**src/rtl/sb_pkg.sv**
```systemverilog
// Shared types for the store buffer: size encodings, default depth and the queued entry layout.
// Coalescing of same-word stores is enabled by defining STORE_BUF_COALESCE_EN.
package sb_pkg;

    localparam int SB_DEPTH_DEF = 4;

    typedef enum logic [1:0] {
        SZ_BYTE = 2'd0,
        SZ_HALF = 2'd1,
        SZ_WORD = 2'd2
    } sb_size_e;

    typedef struct packed {
        logic [29:0] addr;
        logic [3:0]  be;
        logic [31:0] data;
        logic [31:0] pc;
    } sb_entry_t;

    // Byte-wise overlay of a new lane-aligned store onto older entry data
    function automatic logic [31:0] sb_merge(input logic [31:0] old_data,
                                             input logic [31:0] new_data,
                                             input logic [3:0]  new_be);
        logic [31:0] res;
        for (int b = 0; b < 4; b++) begin
            res[b*8 +: 8] = new_be[b] ? new_data[b*8 +: 8] : old_data[b*8 +: 8];
        end
        return res;
    endfunction

endpackage

```
**src/rtl/sb_lane_align.sv**
```systemverilog
// Combinational store lane alignment: size + low address bits -> byte enables and replicated data.
module sb_lane_align
    import sb_pkg::*;
(
    input  logic [1:0]  size_i,
    input  logic [1:0]  addr_lo_i,
    input  logic [31:0] data_i,
    output logic [3:0]  be_o,
    output logic [31:0] data_o
);

    // Misaligned halves/words drop the offending low address bits; unknown size acts as a word
    always_comb begin
        be_o   = 4'h0;
        data_o = 32'h0;
        case (size_i)
            SZ_BYTE: begin
                be_o   = 4'b0001 << addr_lo_i;
                data_o = {4{data_i[7:0]}};
            end
            SZ_HALF: begin
                be_o   = addr_lo_i[1] ? 4'b1100 : 4'b0011;
                data_o = {2{data_i[15:0]}};
            end
            default: begin
                be_o   = 4'hF;
                data_o = data_i;
            end
        endcase
    end

endmodule

```
**src/rtl/store_buffer.sv**
```systemverilog
// FIFO write-back store buffer with load/store word-conflict detection.
// Define STORE_BUF_COALESCE_EN to merge a store into the youngest entry on a word match.
module store_buffer
    import sb_pkg::*;
#(
    parameter int DEPTH = SB_DEPTH_DEF
) (
    input  logic        clk,
    input  logic        reset,
    input  logic        st_valid,
    output logic        st_ready,
    input  logic [1:0]  st_size,
    input  logic [31:0] st_addr,
    input  logic [31:0] st_data,
    input  logic [31:0] st_pc,
    input  logic        ld_valid,
    input  logic [31:0] ld_addr,
    output logic        ld_conflict,
    output logic        dm_valid,
    input  logic        dm_ready,
    output logic [31:0] dm_addr,
    output logic [3:0]  dm_be,
    output logic [31:0] dm_wdata,
    output logic [31:0] dm_pc,
    output logic        empty
);

    localparam int PW = $clog2(DEPTH);
    localparam int CW = PW + 1;

    sb_entry_t        ent_q [DEPTH];
    logic [DEPTH-1:0] vld_q;
    logic [PW-1:0]    head_q, head_d;
    logic [PW-1:0]    tail_q, tail_d;
    logic [CW-1:0]    cnt_q, cnt_d;

    logic        full_s, drain_s, enq_s, alloc_s, coal_s;
    logic [3:0]  al_be_s;
    logic [31:0] al_data_s;
    sb_entry_t   new_ent_s;
    logic        unused_s;

    assign unused_s = ^ld_addr[1:0];

    sb_lane_align u_align (
        .size_i    (st_size),
        .addr_lo_i (st_addr[1:0]),
        .data_i    (st_data),
        .be_o      (al_be_s),
        .data_o    (al_data_s)
    );

    assign new_ent_s = '{addr: st_addr[31:2], be: al_be_s, data: al_data_s, pc: st_pc};
    assign full_s    = (cnt_q == CW'(DEPTH));
    assign dm_valid  = (cnt_q != {CW{1'b0}});
    assign empty     = ~dm_valid;
    assign drain_s   = dm_valid & dm_ready;

`ifdef STORE_BUF_COALESCE_EN
    logic [PW-1:0] young_s;
    assign young_s = tail_q - PW'(1);

    // Merge only into the youngest live entry, never into a head that leaves this cycle
    always_comb begin
        coal_s = st_valid & vld_q[young_s] & (ent_q[young_s].addr == st_addr[31:2])
                 & ~(drain_s & (young_s == head_q));
    end
`else
    assign coal_s = 1'b0;
`endif

    assign st_ready = ~full_s | coal_s;
    assign enq_s    = st_valid & st_ready;
    assign alloc_s  = enq_s & ~coal_s;

    // Pointer and occupancy next-state
    always_comb begin
        head_d = drain_s ? head_q + PW'(1) : head_q;
        tail_d = alloc_s ? tail_q + PW'(1) : tail_q;
        case ({alloc_s, drain_s})
            2'b10:   cnt_d = cnt_q + CW'(1);
            2'b01:   cnt_d = cnt_q - CW'(1);
            default: cnt_d = cnt_q;
        endcase
    end

    // Entry storage, valid bits and pointers
    always_ff @(posedge clk) begin
        if (reset) begin
            head_q <= {PW{1'b0}};
            tail_q <= {PW{1'b0}};
            cnt_q  <= {CW{1'b0}};
            vld_q  <= {DEPTH{1'b0}};
            for (int i = 0; i < DEPTH; i++) begin
                ent_q[i] <= '0;
            end
        end else begin
            head_q <= head_d;
            tail_q <= tail_d;
            cnt_q  <= cnt_d;
            if (drain_s) begin
                vld_q[head_q] <= 1'b0;
            end
            if (alloc_s) begin
                vld_q[tail_q] <= 1'b1;
                ent_q[tail_q] <= new_ent_s;
            end
`ifdef STORE_BUF_COALESCE_EN
            if (enq_s && coal_s) begin
                ent_q[young_s].be   <= ent_q[young_s].be | al_be_s;
                ent_q[young_s].data <= sb_merge(ent_q[young_s].data, al_data_s, al_be_s);
                ent_q[young_s].pc   <= st_pc;
            end
`endif
        end
    end

    // Head presentation; zeros while nothing is pending
    always_comb begin
        if (dm_valid) begin
            dm_addr  = {ent_q[head_q].addr, 2'b00};
            dm_be    = ent_q[head_q].be;
            dm_wdata = ent_q[head_q].data;
            dm_pc    = ent_q[head_q].pc;
        end else begin
            dm_addr  = 32'h0;
            dm_be    = 4'h0;
            dm_wdata = 32'h0;
            dm_pc    = 32'h0;
        end
    end

    // Same-word hazard against every pending entry; the incoming store is not considered
    always_comb begin
        ld_conflict = 1'b0;
        for (int i = 0; i < DEPTH; i++) begin
            ld_conflict = ld_conflict | (ld_valid & vld_q[i] & (ent_q[i].addr == ld_addr[31:2]));
        end
    end

endmodule

```
**config.mk**
```make
export PLATFORM = sky130hd
export DESIGN_NAME = store_buffer
export DESIGN_NICKNAME = d
export VERILOG_FILES = /design/src/rtl/sb_pkg.sv /design/src/rtl/sb_lane_align.sv /design/src/rtl/store_buffer.sv
export SDC_FILE = /design/constraint.sdc
export NUM_CORES = 1
export LEC_CHECK = 0
export CORE_MARGIN = 2
export CORE_UTILIZATION = 51
export CTS_CLUSTER_DIAMETER = 200
export DETAILED_ROUTE_END_ITERATION = 8
export HOLD_SLACK_MARGIN = 0.1
export PLACE_DENSITY = 0.77
export SYNTH_ARGS = -nofsm -noshare
export SYNTH_HDL_FRONTEND = slang
export SYNTH_SLANG_ARGS = --single-unit
```
**constraint.sdc**
```tcl
create_clock -name clk -period 3.7 [get_ports clk]
set_input_delay 0.555 -clock clk [delete_from_list [all_inputs] [get_ports clk]]
set_output_delay 0.555 -clock clk [all_outputs]
set_load 0.01 [all_outputs]
```
== Word level (Yosys, flattened, before mapping) ==
Memory sizes are Yosys's and may differ from the RTL's. A register that Yosys moved wholly into a read port is not among the register bits.
Index checks and enable logic that the tools add are counted.

* Bitwise gates (word level): 18
* Add/sub/neg operators: 4
* Eq/ne operators: 8
* $lt $le $gt $ge: 4
* Muxes and demuxes: 25
* Shift-type cells: 1
* Reductions and logical operators: 6

{| class="wikitable"
|+ Operator list
! cell !! number
|-
| 30-bit == test || 4
|-
| 98-bit two-way mux || 1
|-
| 98-bit OR reduction || 1
|-
| 32-bit two-way mux || 3
|-
| 32-bit one-hot mux with 2 select lines || 1
|-
| 4-bit two-way mux || 5
|-
| 1-bit AND || 10
|-
| 1-bit two-way mux || 8
|-
| 4-bit one-hot mux with 2 select lines || 1
|-
| 2-bit by 3-bit < comparator with 1-bit output, second input constant || 2
|-
| 2-bit two-way mux || 3
|-
| 3-bit one-hot mux with 2 select lines || 1
|-
| 2-bit by 1-bit adder with 2-bit output, second input constant || 2
|-
| 4-bit AND || 1
|-
| 1-bit demux with 2-bit select || 2
|-
| 2-bit by 1-bit == test with 1-bit output, second input constant || 2
|-
| 2-bit by 1-bit >= comparator with 1-bit output, second input constant || 2
|-
| 4-bit inverter || 1
|-
| 4-bit bitwise OR || 1
|-
| 1-bit by 2-bit << shifter with 4-bit output, first input constant || 1
|-
| 3-bit by 1-bit adder with 3-bit output, second input constant || 1
|-
| 3-bit == test, second input constant || 1
|-
| 1-bit bitwise OR || 3
|-
| 3-bit nonzero test || 1
|-
| 6 further kinds || 8
|}

* Input bits: 135
* Memory bits (writable): 392
* Output and inout bits: 104
* Logic and storage cells: 71
* Memories: 1
* Register bits: 11

{| class="wikitable"
|+ Memories
! memory !! depth !! width !! rd ports !! clocked after Yosys merged registers in !! wr ports !! RTL line !! text
|-
| ent_q || 4 || 98 || 5 || 1 || 4 || store_buffer.sv:31 || <nowiki>sb_entry_t ent_q [DEPTH];</nowiki>
|}

== Depth between registers and ports, before layout ==
* Depth after elaboration: 10
* Depth in mapped cells: 10
* Gate-level depth less buffers: 9

== By module ==
Synthesis repeated with hierarchy kept, for this count alone.

* Cells, all modules: 1379
* Area total of the unflattened synthesis: 20070.5 µm²

{| class="wikitable"
|+ Modules (own cells, without submodules)
! module !! times used !! cells an instance !! area an instance (µm²) !! sequential area each (µm²)
|-
| store_buffer || 1 || 1319 || 19546.2 || 12031.5
|-
| sb_lane_align || 1 || 60 || 524.3 || 0.0
|}

== Worst setup path before layout ==
OpenSTA, ideal clock, no wires.

* Path type: in2reg
* Start: input port st_valid
* End: memory ent_q[2][0] (netlist bit), enable pin
* Arrival: 3.390 ns
* Stages: 6
* Required time: 3.226 ns
* Setup time: 0.474 ns
* Path buffers: 1
* Slack: -0.164 ns
* Path through: and2_4 buf_6 clkinv_4 nor2_8 nand3_2 nand2b_1

{| class="wikitable"
|+ RTL lines
! element !! RTL line !! text
|-
| from (decl) || store_buffer.sv:10 || <nowiki>input logic st_valid,</nowiki>
|-
| to (decl) || store_buffer.sv:31 ||
|}

== Final worst setup path ==
* Start: register cnt_q[0]
* End: output port dm_wdata[11]

* Cells in the longest elaborated chain, start to end: 2

{| class="wikitable"
|+ RTL lines
! element !! RTL line !! text
|-
| from (decl) || store_buffer.sv:35 || <nowiki>logic [CW-1:0] cnt_q, cnt_d;</nowiki>
|-
| from (signal assigned) || store_buffer.sv:92 || <nowiki>cnt_q <= {CW{1'b0}};</nowiki>
|-
| from (signal assigned) || store_buffer.sv:100 || <nowiki>cnt_q <= cnt_d;</nowiki>
|-
| 3-bit nonzero test || store_buffer.sv:55 || <nowiki>assign dm_valid = (cnt_q != {CW{1'b0}});</nowiki>
|-
| 32-bit two-way mux || store_buffer.sv:120 || <nowiki>if (dm_valid) begin</nowiki>
|-
| to (decl) || store_buffer.sv:23 || <nowiki>output logic [31:0] dm_wdata,</nowiki>
|}

No other way between the ends.

==> metrics.md <==
| Metric | Value |
|---|---|
| Status | complete, no violations |
| Max_cap viols | 0 |
| Worst Setup End Kind | output port |
| CTS buffer count | 44 |
| R2r setup slk | 890 ps |
| Final worst path period share | 93.5% |
| Post_cts resized | 0 |
| Worst setup path start | cnt_q[0] |
| Most used DFF post-synth | edfxtp_1 |
| Mean area per synthesized cell | 14.4 sq um |
| Combinational share of power | 30.4% |
| Die H | 201 microns |
| Clk root buf | clkbuf_16 |
| Die Area | 0.0406 sq mm |
| Largest net degree at the start of global routing | 68 |
| Crit path depth | 4 |
| Mux contribution to synthesized area | 12.3% |
| Chip width | 201 microns |
| Vias in the first global route | 12,300 |
| Gp weighted congestion | 0.962 |
| Placed instance area | 0.0227 sq mm |
| Clock sinks | 405 |
| Mapped Cells | 1,377 |
| Initial Util | 51.6% |
| Peak VDD IR | 0.000416 V |
| Post-route ant nets | 0 |
| Post-CTS Hold Fix Bufs | 0 |
| Reg-to-Reg Start | cnt_q[0] |
| Async set or reset register ratio after synthesis | 0% |
| Fin. Hold Viols | 0 |
| First-iteration detailed-routing DRC count | 879 |
| Area grow syn2layout | 21.8% |
| Worst hold slack | 514 ps |
| Design Power | 14.9 mW |
| Area leader, netlist | edfxtp_1 |
| Count leader, synth | edfxtp_1 |
| GRT overflow | 0 |
| DP Wirelength | 31.4 mm |
| Total number of vias | 11,800 |
| Share of the synthesized area in the top cell type | 59.2% |
| Critical Path Slowest Stage Cell | or3_2 |
| Post-synthesis register bit count | 405 |
| XOR/XNOR Fraction of Synth Area | 5.46% |
| EDFF count, synth | 392 |
| Ys Warns | 0 |
| Skew final | 13.9 ps |
| Critical path class | flip-flop to output port |
| Total global-route track usage | 24.2% |
| CP Capture Point | dm_wdata[11] |
| Vias per cell | 5.51 |
| Sw Share | 28.4% |
| CP Max Fanout | 67 |
| Clk network pwr share | 30.7% |
| Core box area | 0.0386 sq mm |
| Unrepaired setup endpoints after global routing | no |
| Netlist cell types | 35 |
| Sequential share of power | 38.9% |
| CP startpoint kind | flip-flop |
| Core Rows | 72 |
| Adder-Cell Fraction of Synth Area | 0.667% |
| Post-CTS setup buffers | 0 |
| Cell Pwr Density | 614 mW/mm^2 |
| Layout Nets | 1,737 |
| R2R cell count | 8 |
| Clock latency on the worst-skew pair | 540 ps |
| Routed WL | 49.4 mm |
| Slew headroom | 48.6% |
| Post-synthesis sequential area ratio | 60.5% |
| Largest family of logic cells by synthesized area | simple AND/OR/NAND/NOR gates |
| Hold WC Path Type | flip-flop to flip-flop |
| CP peak stage delay | 840 ps |
| IO buf count | 234 |
| DRC errors left | 0 |
| CTS HTree Levels | 2 |
| Clk slew on worst S/H paths | 60 ps |
| Final setup viols | 0 |
| Synth top cells by count | edfxtp_1 (392), and2_1 (379), nor2_1 (133) |
| Post-route setup slack | 242 ps |
| Worst path cell trace | or3_2 > buf_12 > and2_1 > clkdlybuf4s50_1 |
| Fin cells | 2,149 |
| Inst Count DP | 2,064 |
| Num ports | 239 |
| DP Worst Slack | 309 ps |
| Synth top area cells | edfxtp_1 (59%), and2_1 (12%), mux4_2 (11%) |
| Setup TNS Final | 0 ps |
| Pins over their slew limit | 0 |
| Leak Pwr | 8.68 nW |
| CTS tree | done |
| FF-to-FF End | cnt_q[2] |
| Simple-gate share of the synthesized area | 16.8% |
| Sw power | 4.21 mW |
| Drt pass-1 iters | 5 |
| Netlist Area Pre-Place | 0.0199 sq mm |
| Initial antenna violation count | 5 |
| Worst Path Buf+Inv | 2 |
| Final core occ | 62.8% |
| Ratio of cells with drive above 1 in the final layout | 13.5% |
| Internal | 10.6 mW |
| Global-route wire length before repair | 73.7 mm |
| Clock Path Buffers | 3 |
| Synth Area in Compound Gates | 0.623% |
| Avg WL per Cell | 23.0 microns |
| Worst slew pin tran | 772 ps |
| Post-layout minimum cycle time | 3460 ps |
| CP delay by family, top | simple AND/OR/NAND/NOR gates |
| Fmax | 0.289 GHz |
| Worst EP arrival | 2900 ps |
| Worst EP required | 3140 ps |
| Design Area, Final | 0.0242 sq mm |
[cells in the final DEF (no fill, tap or decap), types with 3 or more instances in the layout]
cell type        Yosys  layout
nand4_1             21      21
clkbuf_16            0      45
clkdlybuf4s50_1      0     234
xnor2_1             82      82
clkbuf_1            48       3
a22oi_1              4       4
bufinv_16            0       8
nand3_1              8       8
buf_12               0      14
inv_1                9       9
clkinv_2             0       8
nor2_1             133     133
clkinv_1             0      11
nand2_1              6       6
and2_1             379     379
edfxtp_1           392     392
buf_4                5      23
nor3_4               3       3
mux4_2              98      98
clkinvlp_4           0       3
nand2b_4             1       4
ha_1                 9       9
dfxtp_1             13      11
xor2_1              42      42
diode_2              0       5
nand3_2              3       3
mux2i_1             24      24
nor4_1              16      16
a21oi_1             16      16
[worst min-delay path by stage]
stage          slack (ps)  cells past startpoint      from        to
2_1_floorplan         460                      2  cnt_q[2]  cnt_q[2]
3_3_place_gp          480                      2  cnt_q[2]  cnt_q[2]
3_5_place_dp          510                      2  cnt_q[2]  cnt_q[2]
4_1_cts               520                      2  cnt_q[2]  cnt_q[2]
5_1_grt               540                      2  cnt_q[2]  cnt_q[2]
6_report              510                      2  cnt_q[2]  cnt_q[2]
[sequential cells by signal, summed over array words and instances (netlist names), named ones only]
| signal | cells |
|---|---|
| cnt_q | 3 |
| ent_q | 392 |
| head_q | 2 |
| tail_q | 2 |
| vld_q | 4 |
[power groups by stage]
stage | Combinational (mW) | Clock [mW] | Sequential [mW]
2_1_floorplan | 2.63 | 0 | 5.79
3_3_place_gp | 4.52 | 0 | 5.84
3_5_place_dp | 4.55 | 0 | 5.88
4_1_cts | 4.59 | 4.61 | 5.79
5_1_grt | 4.81 | 4.79 | 5.83
6_report | 4.51 | 4.56 | 5.79
[per-layer routing]
| layer | vias up | part of all wire, % | global-route usage [%] |
|---|---|---|---|
| met5 | - | 0.026 | 0 |
| met2 | 471 | 51 | 41.6 |
| li1 | 5356 | - | - |
| met3 | 99 | 7.6 | 5.09 |
| met1 | 5913 | 38 | 30.7 |
| met4 | 2 | 3.4 | 8.22 |
[cell type report]
class,count,area [sq um]
antenna,5,12.5
clock buffer,48,1140
clock inverter,32,364
fill,2902,14300
inverter,10,42.5
multi-input combinational,860,7170
sequential,405,12000
tap,518,648
timing repair buffer,271,2800
[tightest hold or removal path, cell delays in order, from the launching register on]
cell	delay [ps]
dfxtp_1	320
o21ai_0	70
a21oi_1	70
[logic make-up after synthesis]
family | after synthesis
buf+inv | 113
fa+ha+maj | 10
xor+xnor | 124
compound gates | 22
flops | 405
mux | 122
simple gates | 580
other cells | 1
No activity file was read; power rests on OpenSTA's default activity.
